## src/rtl/sram_sp_req_ctrl_if.sv

```systemverilog
// Request/response stream plus single-port SRAM macro pins for sram_sp_req_ctrl.
// master = bus-slave logic and macro side, slave = the request controller.
interface sram_sp_req_ctrl_if #(
    parameter int AW = 13,
    parameter int DW = 32
) ();
    localparam int NB = DW / 8;

    logic          req_valid;
    logic          req_ready;
    logic          req_write;
    logic [AW-1:0] req_addr;
    logic [DW-1:0] req_wdata;
    logic [NB-1:0] req_be;

    logic          rsp_valid;
    logic          rsp_ready;
    logic [DW-1:0] rsp_rdata;

    logic          sram_cen_n;
    logic          sram_gwen_n;
    logic [NB-1:0] sram_ben_n;
    logic [AW-1:0] sram_a;
    logic [DW-1:0] sram_d;
    logic [DW-1:0] sram_q;

    modport master (
        output req_valid, req_write, req_addr, req_wdata, req_be, rsp_ready, sram_q,
        input  req_ready, rsp_valid, rsp_rdata,
        input  sram_cen_n, sram_gwen_n, sram_ben_n, sram_a, sram_d
    );

    modport slave (
        input  req_valid, req_write, req_addr, req_wdata, req_be, rsp_ready, sram_q,
        output req_ready, rsp_valid, rsp_rdata,
        output sram_cen_n, sram_gwen_n, sram_ben_n, sram_a, sram_d
    );
endinterface

```

## src/rtl/sram_sp_req_ctrl.sv

```systemverilog
// Single-port SRAM request controller: valid/ready requests to macro cycles, in-order read responses.
// Optional SRAM_SP_REQ_CTRL_RDBUF2_EN: two-entry response buffer for full-rate back-to-back reads.
module sram_sp_req_ctrl #(
    parameter int AW = 13,
    parameter int DW = 32
) (
    input  logic                 CLK,
    input  logic                 RESETn,
    sram_sp_req_ctrl_if.slave    bus
);
    localparam int NB = DW / 8;
`ifdef SRAM_SP_REQ_CTRL_RDBUF2_EN
    localparam int DEPTH = 2;
`else
    localparam int DEPTH = 1;
`endif
    localparam int         PW       = (DEPTH > 1) ? $clog2(DEPTH) : 1;
    localparam logic [1:0] DEPTH_C  = 2'(DEPTH);
    localparam logic [PW-1:0] PTR_LAST = PW'(DEPTH - 1);

    logic          rd_pend_r;
    logic [1:0]    count_r;
    logic [PW-1:0] wr_ptr_r;
    logic [PW-1:0] rd_ptr_r;
    logic [DW-1:0] rbuf_r [DEPTH];
    logic          rsp_valid_r;

    logic          rsp_fire_s;
    logic          acc_s;
    logic          rd_acc_s;
    logic          wr_acc_s;
    logic          macro_acc_s;
    logic          req_ready_s;
    logic [1:0]    outstanding_s;
    logic [1:0]    count_nxt_s;

    logic          sram_cen_n_s;
    logic          sram_gwen_n_s;
    logic [NB-1:0] sram_ben_n_s;
    logic [AW-1:0] sram_a_s;
    logic [DW-1:0] sram_d_s;

    function automatic logic [PW-1:0] ptr_inc(input logic [PW-1:0] p);
        logic [PW-1:0] r;
        if (p == PTR_LAST) begin
            r = {PW{1'b0}};
        end else begin
            r = p + {{(PW-1){1'b0}}, 1'b1};
        end
        return r;
    endfunction

    // Credit check: a read needs a free buffer slot counting the read still in the macro.
    always_comb begin
        outstanding_s = {1'b0, rd_pend_r} + count_r;
        rsp_fire_s    = rsp_valid_r & bus.rsp_ready;
        req_ready_s   = 1'b0;
        if (bus.req_write) begin
            req_ready_s = 1'b1;
        end else if (outstanding_s < DEPTH_C) begin
            req_ready_s = 1'b1;
        end else if ((outstanding_s == DEPTH_C) && rsp_fire_s) begin
            req_ready_s = 1'b1;
        end else begin
            req_ready_s = 1'b0;
        end
        acc_s       = bus.req_valid & req_ready_s;
        rd_acc_s    = acc_s & ~bus.req_write;
        wr_acc_s    = acc_s & bus.req_write & (|bus.req_be);
        macro_acc_s = rd_acc_s | wr_acc_s;
    end

    // Macro pins follow the accepted request in the same cycle; an all-zero-enable write stays idle.
    always_comb begin
        sram_cen_n_s  = 1'b1;
        sram_gwen_n_s = 1'b1;
        sram_ben_n_s  = {NB{1'b1}};
        sram_a_s      = {AW{1'b0}};
        sram_d_s      = {DW{1'b0}};
        if (macro_acc_s && RESETn) begin
            sram_cen_n_s = 1'b0;
            sram_a_s     = bus.req_addr;
            sram_d_s     = bus.req_wdata;
            if (bus.req_write) begin
                sram_gwen_n_s = 1'b0;
                sram_ben_n_s  = ~bus.req_be;
            end else begin
                sram_gwen_n_s = 1'b1;
                sram_ben_n_s  = {NB{1'b1}};
            end
        end else begin
            sram_cen_n_s  = 1'b1;
            sram_gwen_n_s = 1'b1;
        end
    end

    // Buffer occupancy after this cycle's push (macro data returning) and pop (consumer accept).
    always_comb begin
        count_nxt_s = count_r;
        case ({rd_pend_r, rsp_fire_s})
            2'b10:   count_nxt_s = count_r + 2'd1;
            2'b01:   count_nxt_s = count_r - 2'd1;
            default: count_nxt_s = count_r;
        endcase
    end

    // Read pipeline: capture sram_q the cycle after the access, pop in order.
    always_ff @(posedge CLK or negedge RESETn) begin
        if (!RESETn) begin
            rd_pend_r   <= 1'b0;
            count_r     <= 2'd0;
            wr_ptr_r    <= {PW{1'b0}};
            rd_ptr_r    <= {PW{1'b0}};
            rsp_valid_r <= 1'b0;
            for (int i = 0; i < DEPTH; i++) begin
                rbuf_r[i] <= {DW{1'b0}};
            end
        end else begin
            rd_pend_r   <= rd_acc_s;
            count_r     <= count_nxt_s;
            rsp_valid_r <= (count_nxt_s != 2'd0);
            if (rd_pend_r) begin
                rbuf_r[wr_ptr_r] <= bus.sram_q;
                wr_ptr_r         <= ptr_inc(wr_ptr_r);
            end
            if (rsp_fire_s) begin
                rd_ptr_r <= ptr_inc(rd_ptr_r);
            end
        end
    end

    assign bus.req_ready   = req_ready_s;
    assign bus.rsp_valid   = rsp_valid_r;
    assign bus.rsp_rdata   = rbuf_r[rd_ptr_r];
    assign bus.sram_cen_n  = sram_cen_n_s;
    assign bus.sram_gwen_n = sram_gwen_n_s;
    assign bus.sram_ben_n  = sram_ben_n_s;
    assign bus.sram_a      = sram_a_s;
    assign bus.sram_d      = sram_d_s;
endmodule

```

## src/flat_wrapper.sv

```systemverilog
// flat-port wrapper written by rule: the top's interface ports become plain ports
module sram_sp_req_ctrl_flat 
#(
    parameter int AW = 13,
    parameter int DW = 32
)
  (CLK, RESETn, bus_req_valid, bus_req_write, bus_req_addr, bus_req_wdata, bus_req_be, bus_rsp_ready, bus_sram_q, bus_req_ready, bus_rsp_valid, bus_rsp_rdata, bus_sram_cen_n, bus_sram_gwen_n, bus_sram_ben_n, bus_sram_a, bus_sram_d);
  sram_sp_req_ctrl_if #(.AW(AW), .DW(DW)) bus_i ();
  input  logic CLK;
  input  logic RESETn;
  input wire logic [$bits(bus_i.req_valid)-1:0] bus_req_valid;
  input wire logic [$bits(bus_i.req_write)-1:0] bus_req_write;
  input wire logic [$bits(bus_i.req_addr)-1:0] bus_req_addr;
  input wire logic [$bits(bus_i.req_wdata)-1:0] bus_req_wdata;
  input wire logic [$bits(bus_i.req_be)-1:0] bus_req_be;
  input wire logic [$bits(bus_i.rsp_ready)-1:0] bus_rsp_ready;
  input wire logic [$bits(bus_i.sram_q)-1:0] bus_sram_q;
  output wire logic [$bits(bus_i.req_ready)-1:0] bus_req_ready;
  output wire logic [$bits(bus_i.rsp_valid)-1:0] bus_rsp_valid;
  output wire logic [$bits(bus_i.rsp_rdata)-1:0] bus_rsp_rdata;
  output wire logic [$bits(bus_i.sram_cen_n)-1:0] bus_sram_cen_n;
  output wire logic [$bits(bus_i.sram_gwen_n)-1:0] bus_sram_gwen_n;
  output wire logic [$bits(bus_i.sram_ben_n)-1:0] bus_sram_ben_n;
  output wire logic [$bits(bus_i.sram_a)-1:0] bus_sram_a;
  output wire logic [$bits(bus_i.sram_d)-1:0] bus_sram_d;
  assign bus_i.req_valid = bus_req_valid;
  assign bus_i.req_write = bus_req_write;
  assign bus_i.req_addr = bus_req_addr;
  assign bus_i.req_wdata = bus_req_wdata;
  assign bus_i.req_be = bus_req_be;
  assign bus_i.rsp_ready = bus_rsp_ready;
  assign bus_i.sram_q = bus_sram_q;
  assign bus_req_ready = bus_i.req_ready;
  assign bus_rsp_valid = bus_i.rsp_valid;
  assign bus_rsp_rdata = bus_i.rsp_rdata;
  assign bus_sram_cen_n = bus_i.sram_cen_n;
  assign bus_sram_gwen_n = bus_i.sram_gwen_n;
  assign bus_sram_ben_n = bus_i.sram_ben_n;
  assign bus_sram_a = bus_i.sram_a;
  assign bus_sram_d = bus_i.sram_d;
  sram_sp_req_ctrl #(.AW(AW), .DW(DW)) u_core (.CLK(CLK), .RESETn(RESETn), .bus(bus_i));
endmodule
```

## config.mk

```make
export PLATFORM = sky130hd
export DESIGN_NAME = sram_sp_req_ctrl_flat
export DESIGN_NICKNAME = d
export VERILOG_FILES = /design/src/rtl/sram_sp_req_ctrl_if.sv /design/src/rtl/sram_sp_req_ctrl.sv /design/src/flat_wrapper.sv
export SDC_FILE = /design/constraint.sdc
export NUM_CORES = 1
export LEC_CHECK = 0
export ABC_AREA = 1
export BUFFER_PORTS_ARGS = -buffer_cell sky130_fd_sc_hd__buf_2
export CAP_MARGIN = 25
export CELL_PAD_IN_SITES_DETAIL_PLACEMENT = 0
export CELL_PAD_IN_SITES_GLOBAL_PLACEMENT = 1
export CORE_ASPECT_RATIO = 0.7
export CORE_MARGIN = 2
export CORE_UTILIZATION = 26
export CTS_CLUSTER_SIZE = 28
export DETAILED_ROUTE_END_ITERATION = 8
export GPL_ROUTABILITY_DRIVEN = 0
export GPL_TIMING_DRIVEN = 0
export PLACE_DENSITY = 0.91
export SLEW_MARGIN = 20
export SYNTH_ARGS = -nofsm -noshare
export SYNTH_HDL_FRONTEND = slang
export SYNTH_SLANG_ARGS = --single-unit
```

## constraint.sdc

```tcl
create_clock -name CLK -period 3.2 [get_ports CLK]
set_input_delay 0.16 -clock CLK [delete_from_list [all_inputs] [get_ports CLK]]
set_output_delay 0.16 -clock CLK [all_outputs]
set_load 0.05 [all_outputs]
```

# == After elaboration in Yosys (flattened, before gate mapping) ==
# Cells that the tools add are included.
# op_classes
n_addsub,5
n_lt_le_gt_ge,4
eq_ne,3
muxes,16
bitwise,8
reduce_logical,5
# ops
cell,n
two-way mux 32 bit,3
bitwise mux 32 bit,1
two-way mux 13 bit,1
two-way mux 1 bit,8
two-way mux 4 bit,2
AND 1 bit,5
"equality test 2 x 1 -> 1 bit, second input constant",2
NOT 4 bit,1
one-hot mux 2 bit (2 select lines),1
OR reduction 4 bit,1
logical AND 1 bit,3
"adder 1 bit, second input constant",2
adder 1 x 2 -> 2 bit,1
"adder 2 x 1 -> 2 bit, second input constant",1
"equality test 2 bit, second input constant",1
"< comparator 1 bit, second input constant",2
"< comparator 2 x 1 -> 1 bit, second input constant",1
nonzero test 2 bit,1
"subtractor 2 x 1 -> 2 bit, second input constant",1
">= comparator 1 bit, second input constant",1
NOT 1 bit,1
bitwise OR 1 bit,1
# word_totals
ff_bits,38
inputBits,86
output_inout_bits,85
wordCells,47

# == Depth between registers and ports, before layout ==
# depth
depth_word,12
ltp_mapped,9
mapped_depth_nobuf,8

# == Worst setup path after synthesis ==
# OpenSTA, ideal clock, no wires.
# synth_timing
path_type,reg-to-output
start,register u_core.rsp_valid_r (netlist: u_core.bus.rsp_valid)
end,output port bus_sram_a[0]
arrival_ps,2042
required_time_ps,3040
slack_ps,998
stages_incl_launch_ff,8
path_buffers,1
cell_sequence,dfrtp_1 -> nand2_1 -> nand2_1 -> nand2_1 -> nand2_4 -> nand3_4 -> buf_6 -> nor2_1
# synth_via
elab_chain_len,11
elab_cells_between_ends,12
cone_classes,mux (4); bitwise (6); reduce/logical (2)
# synth_lines
element,line,text
start: declaration,sram_sp_req_ctrl.sv:26,logic rsp_valid_r;
start signal: assignment,sram_sp_req_ctrl.sv:121,rsp_valid_r <= (count_nxt_s != 2'd0);
AND 1 bit *,sram_sp_req_ctrl.sv:56,rsp_fire_s = rsp_valid_r & bus.rsp_ready;
logical AND 1 bit *,sram_sp_req_ctrl.sv:62,end else if ((outstanding_s == DEPTH_C) && rsp_fire_s) begin
two-way mux 1 bit *,sram_sp_req_ctrl.sv:62,
two-way mux 1 bit *,sram_sp_req_ctrl.sv:60,end else if (outstanding_s < DEPTH_C) begin
two-way mux 1 bit *,sram_sp_req_ctrl.sv:58,if (bus.req_write) begin
via bus_req_ready,flat_wrapper.sv:18,output wire logic [$bits(bus_i.req_ready)-1:0] bus_req_ready;
AND 1 bit *,sram_sp_req_ctrl.sv:67,acc_s = bus.req_valid & req_ready_s;
AND 1 bit (2 in series),sram_sp_req_ctrl.sv:69,wr_acc_s = acc_s & bus.req_write & (|bus.req_be);
bitwise OR 1 bit *,sram_sp_req_ctrl.sv:70,macro_acc_s = rd_acc_s | wr_acc_s;
logical AND 1 bit *,sram_sp_req_ctrl.sv:80,if (macro_acc_s && RESETn) begin
two-way mux 13 bit *,sram_sp_req_ctrl.sv:80,
end: declaration,flat_wrapper.sv:24,output wire logic [$bits(bus_i.sram_a)-1:0] bus_sram_a;
# Mark *: on every way through the listed nets, which the timed path passes. The rest lies on a longest branch.

# == Final worst setup path ==
# layout_timing
start,input port RESETn
end,output port bus_sram_a[2]
# layout_via
elab_chain_len,2
# layout_lines
element,line,text
start: declaration,flat_wrapper.sv:10,input logic RESETn;
logical AND 1 bit,sram_sp_req_ctrl.sv:80,
two-way mux 13 bit,sram_sp_req_ctrl.sv:80,
# Every way passes these cells.

==> results list <==
* CTS max path bufs: 2
- Dividing the final minimum period by the clock period gives 0.819.
* Hold_buf cts: 1
* Number of design rule violations left after detail routing: 0
* Post-layout min period: 2.62 ns
- For this run the aggregate overflow at the end of global routing stands at 0.
* Top achievable clock speed: 382 MHz
* Required time of the worst setup path: 3.04 ns
* Starting density of the core: 0.270
- Each instance of the synthesized netlist takes up on average 7.04 sq um.
- Once layout is complete, the utilization of the core stands at 0.416.
- Final slew viol count: 0
- The worst register-to-register path ends at u_core.bus.rsp_valid.
- Once placement finished, the instance area stood at 0.00295 sq mm.
- The share of total power dissipated in combinational logic is 0.574.
- The completed layout was analyzed and its total power is 2.42 mW.
- Startpoint of the worst hold path: bus_sram_q[23]
* PortBufs: 169
- Slowest CP cell: sky130_fd_sc_hd__buf_2
* Setup_tns: 0 ns
- STA puts the critical path data arrival time at 2.46 ns.
- The worst hold path passes through 3 cells.
* NetSw: 1.33 mW
* Buffers inserted during post-CTS setup optimization: 0
- Startpoint type of the worst setup path: input port
- For the pin with the worst max-slew slack, the measured transition is 0.829 ns.
- Gate count after technology mapping: 281
- Number of nets produced by synthesis: 369
* Commonest non-fill, non-tap cell in the layout: sky130_fd_sc_hd__buf_2
* Pwr/cell area: 797 mW/mm^2
* LEAKAGE: 2.03 nW
- The startpoint identified for the worst register-to-register timing path is u_core.rd_pend_r.
- Seq cells post-synth: 36
- Clock buffers created by TritonCTS: 5
- For this block, the via count after detailed routing is 2162.
- Overall Global Routing Usage: 0.134
- After routing the design area is 0.00304 sq mm.
- The worst setup path is captured at a primary output.
- Worst VDD drop: 0.478 mV
* Clock tree sinks: 36
- Clock latency of the later-clocked register in the worst-skew pair: 0.28 ns
- In the final layout, the share of cells above drive strength 1 is 0.447.
- Part of the total power dissipated in sequential elements: 0.297
- The via count of the first global-routing pass came to 2132.
* Final HPWL from detailed placement: 4410 um
- Netlist Area Pre-Place: 0.00198 sq mm
* Layout Nets: 546
* Number of antenna repair diodes: 0
- The count of nets left with antenna violations once routing finished came out at 0.
- The share of the Yosys chip area taken by registers is 0.455.
- The initial antenna violation count came to 0.
- The core region is 0.00732 sq mm.
- Category of the most critical setup path: input port to primary output
- Setup skew after layout: 0.00900 ns
- Setup repair after global routing missed its margin: false
- The run finished with clean final reports.
- 171 I/O pins were placed.
- Maximum number of pins on one net before global-route repair: 38
- After clock tree synthesis, the clock-pin slew on the worst setup and hold paths is 0.07 ns.
- R2r setup slk: 1.45 ns
- The tool flagged a number of max-cap violations equal to 0.
- Die span in x: 108 um
- # rows: 26
* Wire length reported by the detailed router: 5450 um
- In this run the tightest slew margin relative to its limit is 0.448.
- WL/cell: 9.79 um
- HP Class: input port to flip-flop
- Yosys printed 0 warnings.
- Cell internal power was estimated by the tool at 1.10 mW.
* Clock tree from TritonCTS: done
- The floorplan step defined a die boundary enclosing 0.00833 sq mm.
- In this run, the number of DRC markers left after iteration 0 of detailed routing was 70.
- Share of total power in the clock network: 0.129
* Final Hold Violating Endpoints: 0
- The H-tree generated during clock tree synthesis spans 2 levels.
* Synth unique cells: 17
- Number of setup violations in the final report: 0
- The cell sitting at the root of the clock tree is a sky130_fd_sc_hd__clkbuf_8.
- The largest single stage delay on the critical path is 0.65 ns.
* Maximum fanout along the worst path: 37
- Relative to the synthesized area, the layout overhead comes to 53.8%.
- After detailed routing, the number of vias per cell comes to 3.88.
* Highest-count cells in the layout ignoring fill and taps: sky130_fd_sc_hd__buf_2, sky130_fd_sc_hd__nand2_1, sky130_fd_sc_hd__inv_1
- # resized after CTS: 0
* Iteration count of the initial detailed-routing pass: 4
* Die Span Y: 77.0 um
* Worst Hold End: u_core.rbuf_r[23]
* First-pass GRT wire length: 9270 um
* Switching Fraction: 0.547
- The cell that appears most often on the critical path is sky130_fd_sc_hd__buf_2.
- Measured in cells, the most critical reg-to-reg path has a length of 7.
- Traced cell by cell, the critical path runs through dlygate4sd3_1 > buf_2 > inv_1 > nor2_4 > nand3_4 > buf_6 > nor2_1 > buf_2.
per-stage QoR:
step / setup slack [ns] / cells / hold slack [ns]
floorplan: 0.998 / 281 / -0.136
global placement: 1.08 / 548 / 0.297
detailed placement: 1.04 / 548 / 0.307
CTS: 0.501 / 557 / 0.0632
global route: 0.271 / 557 / 0.0717
finish: 0.579 / 557 / 0.0719
synth_stat cells (all sizes together):
cell	number	area, sq um
nand4	6	37.5
inv	59	221
nand3b	1	7.51
or2	1	6.26
nand3	3	27.5
xnor2	1	8.76
clkbuf	6	22.5
ha	2	25.0
nand2	112	428
dfrtp	36	901
nor2	48	238
buf	6	55.1
routing by layer:
metal,wire length [um],track usage,share of wire,up-vias
met5,0,0,0,-
met4,45,0.0397,0.0083,0
met3,383,0.0323,0.070,4
met2,2660,0.236,0.49,77
met1,2360,0.162,0.43,934
li1,-,-,-,1147
critical path, delay by kind of cell:
kind	cells	cell delay, ns
buffers and inverters	5	1.79
AND/OR/NAND/NOR	3	0.49
area by class of cell:
cell class	instances	area (sq um)
plain buffers	12	77.6
clock buffers	7	76.3
clock inverters	1	8.76
fillers	777	4280
inverters	59	221
multi-input cells	174	778
flip-flops and latches	36	901
well taps	98	123
repair buffers	170	856
state kept, by name, summed over array words and instances, names as in the netlist:
| register | cells |
|---|---|
| u_core.rbuf_r | 32 |
| u_core.count_r | 2 |
| u_core.rd_pend_r | 1 |
| u_core.bus.rsp_valid | 1 |
how the worst max path moves through the flow:
stage,from,endpoint,slack (ns),depth (start not counted)
after floorplan,u_core.bus.rsp_valid,bus_sram_a[0],1.0,7
after global placement,RESETn,bus_sram_d[12],1.08,7
after detailed placement,RESETn,bus_sram_a[2],1.04,7
after CTS,RESETn,bus_sram_a[2],0.50,8
after global routing,RESETn,bus_sram_a[6],0.27,8
final,RESETn,bus_sram_a[2],0.58,8
power groups by stage:
stage	sequential, mW	combinational, mW	clock (mW)
after floorplan	1.28	0.498	0
after global placement	0.725	1.39	0
after detailed placement	0.728	1.41	0
after CTS	0.724	1.41	0.325
after global routing	0.746	1.49	0.344
final	0.721	1.39	0.312
cells by family after synthesis:
group                    share of synthesized area
AND/OR/NAND/NOR                              0.376
flip-flops                                   0.455
buffers and inverters                        0.151
adder cells (fa/ha/maj)                     0.0126
XOR/XNOR                                   0.00443
No activity file was read; power rests on OpenSTA's default activity.
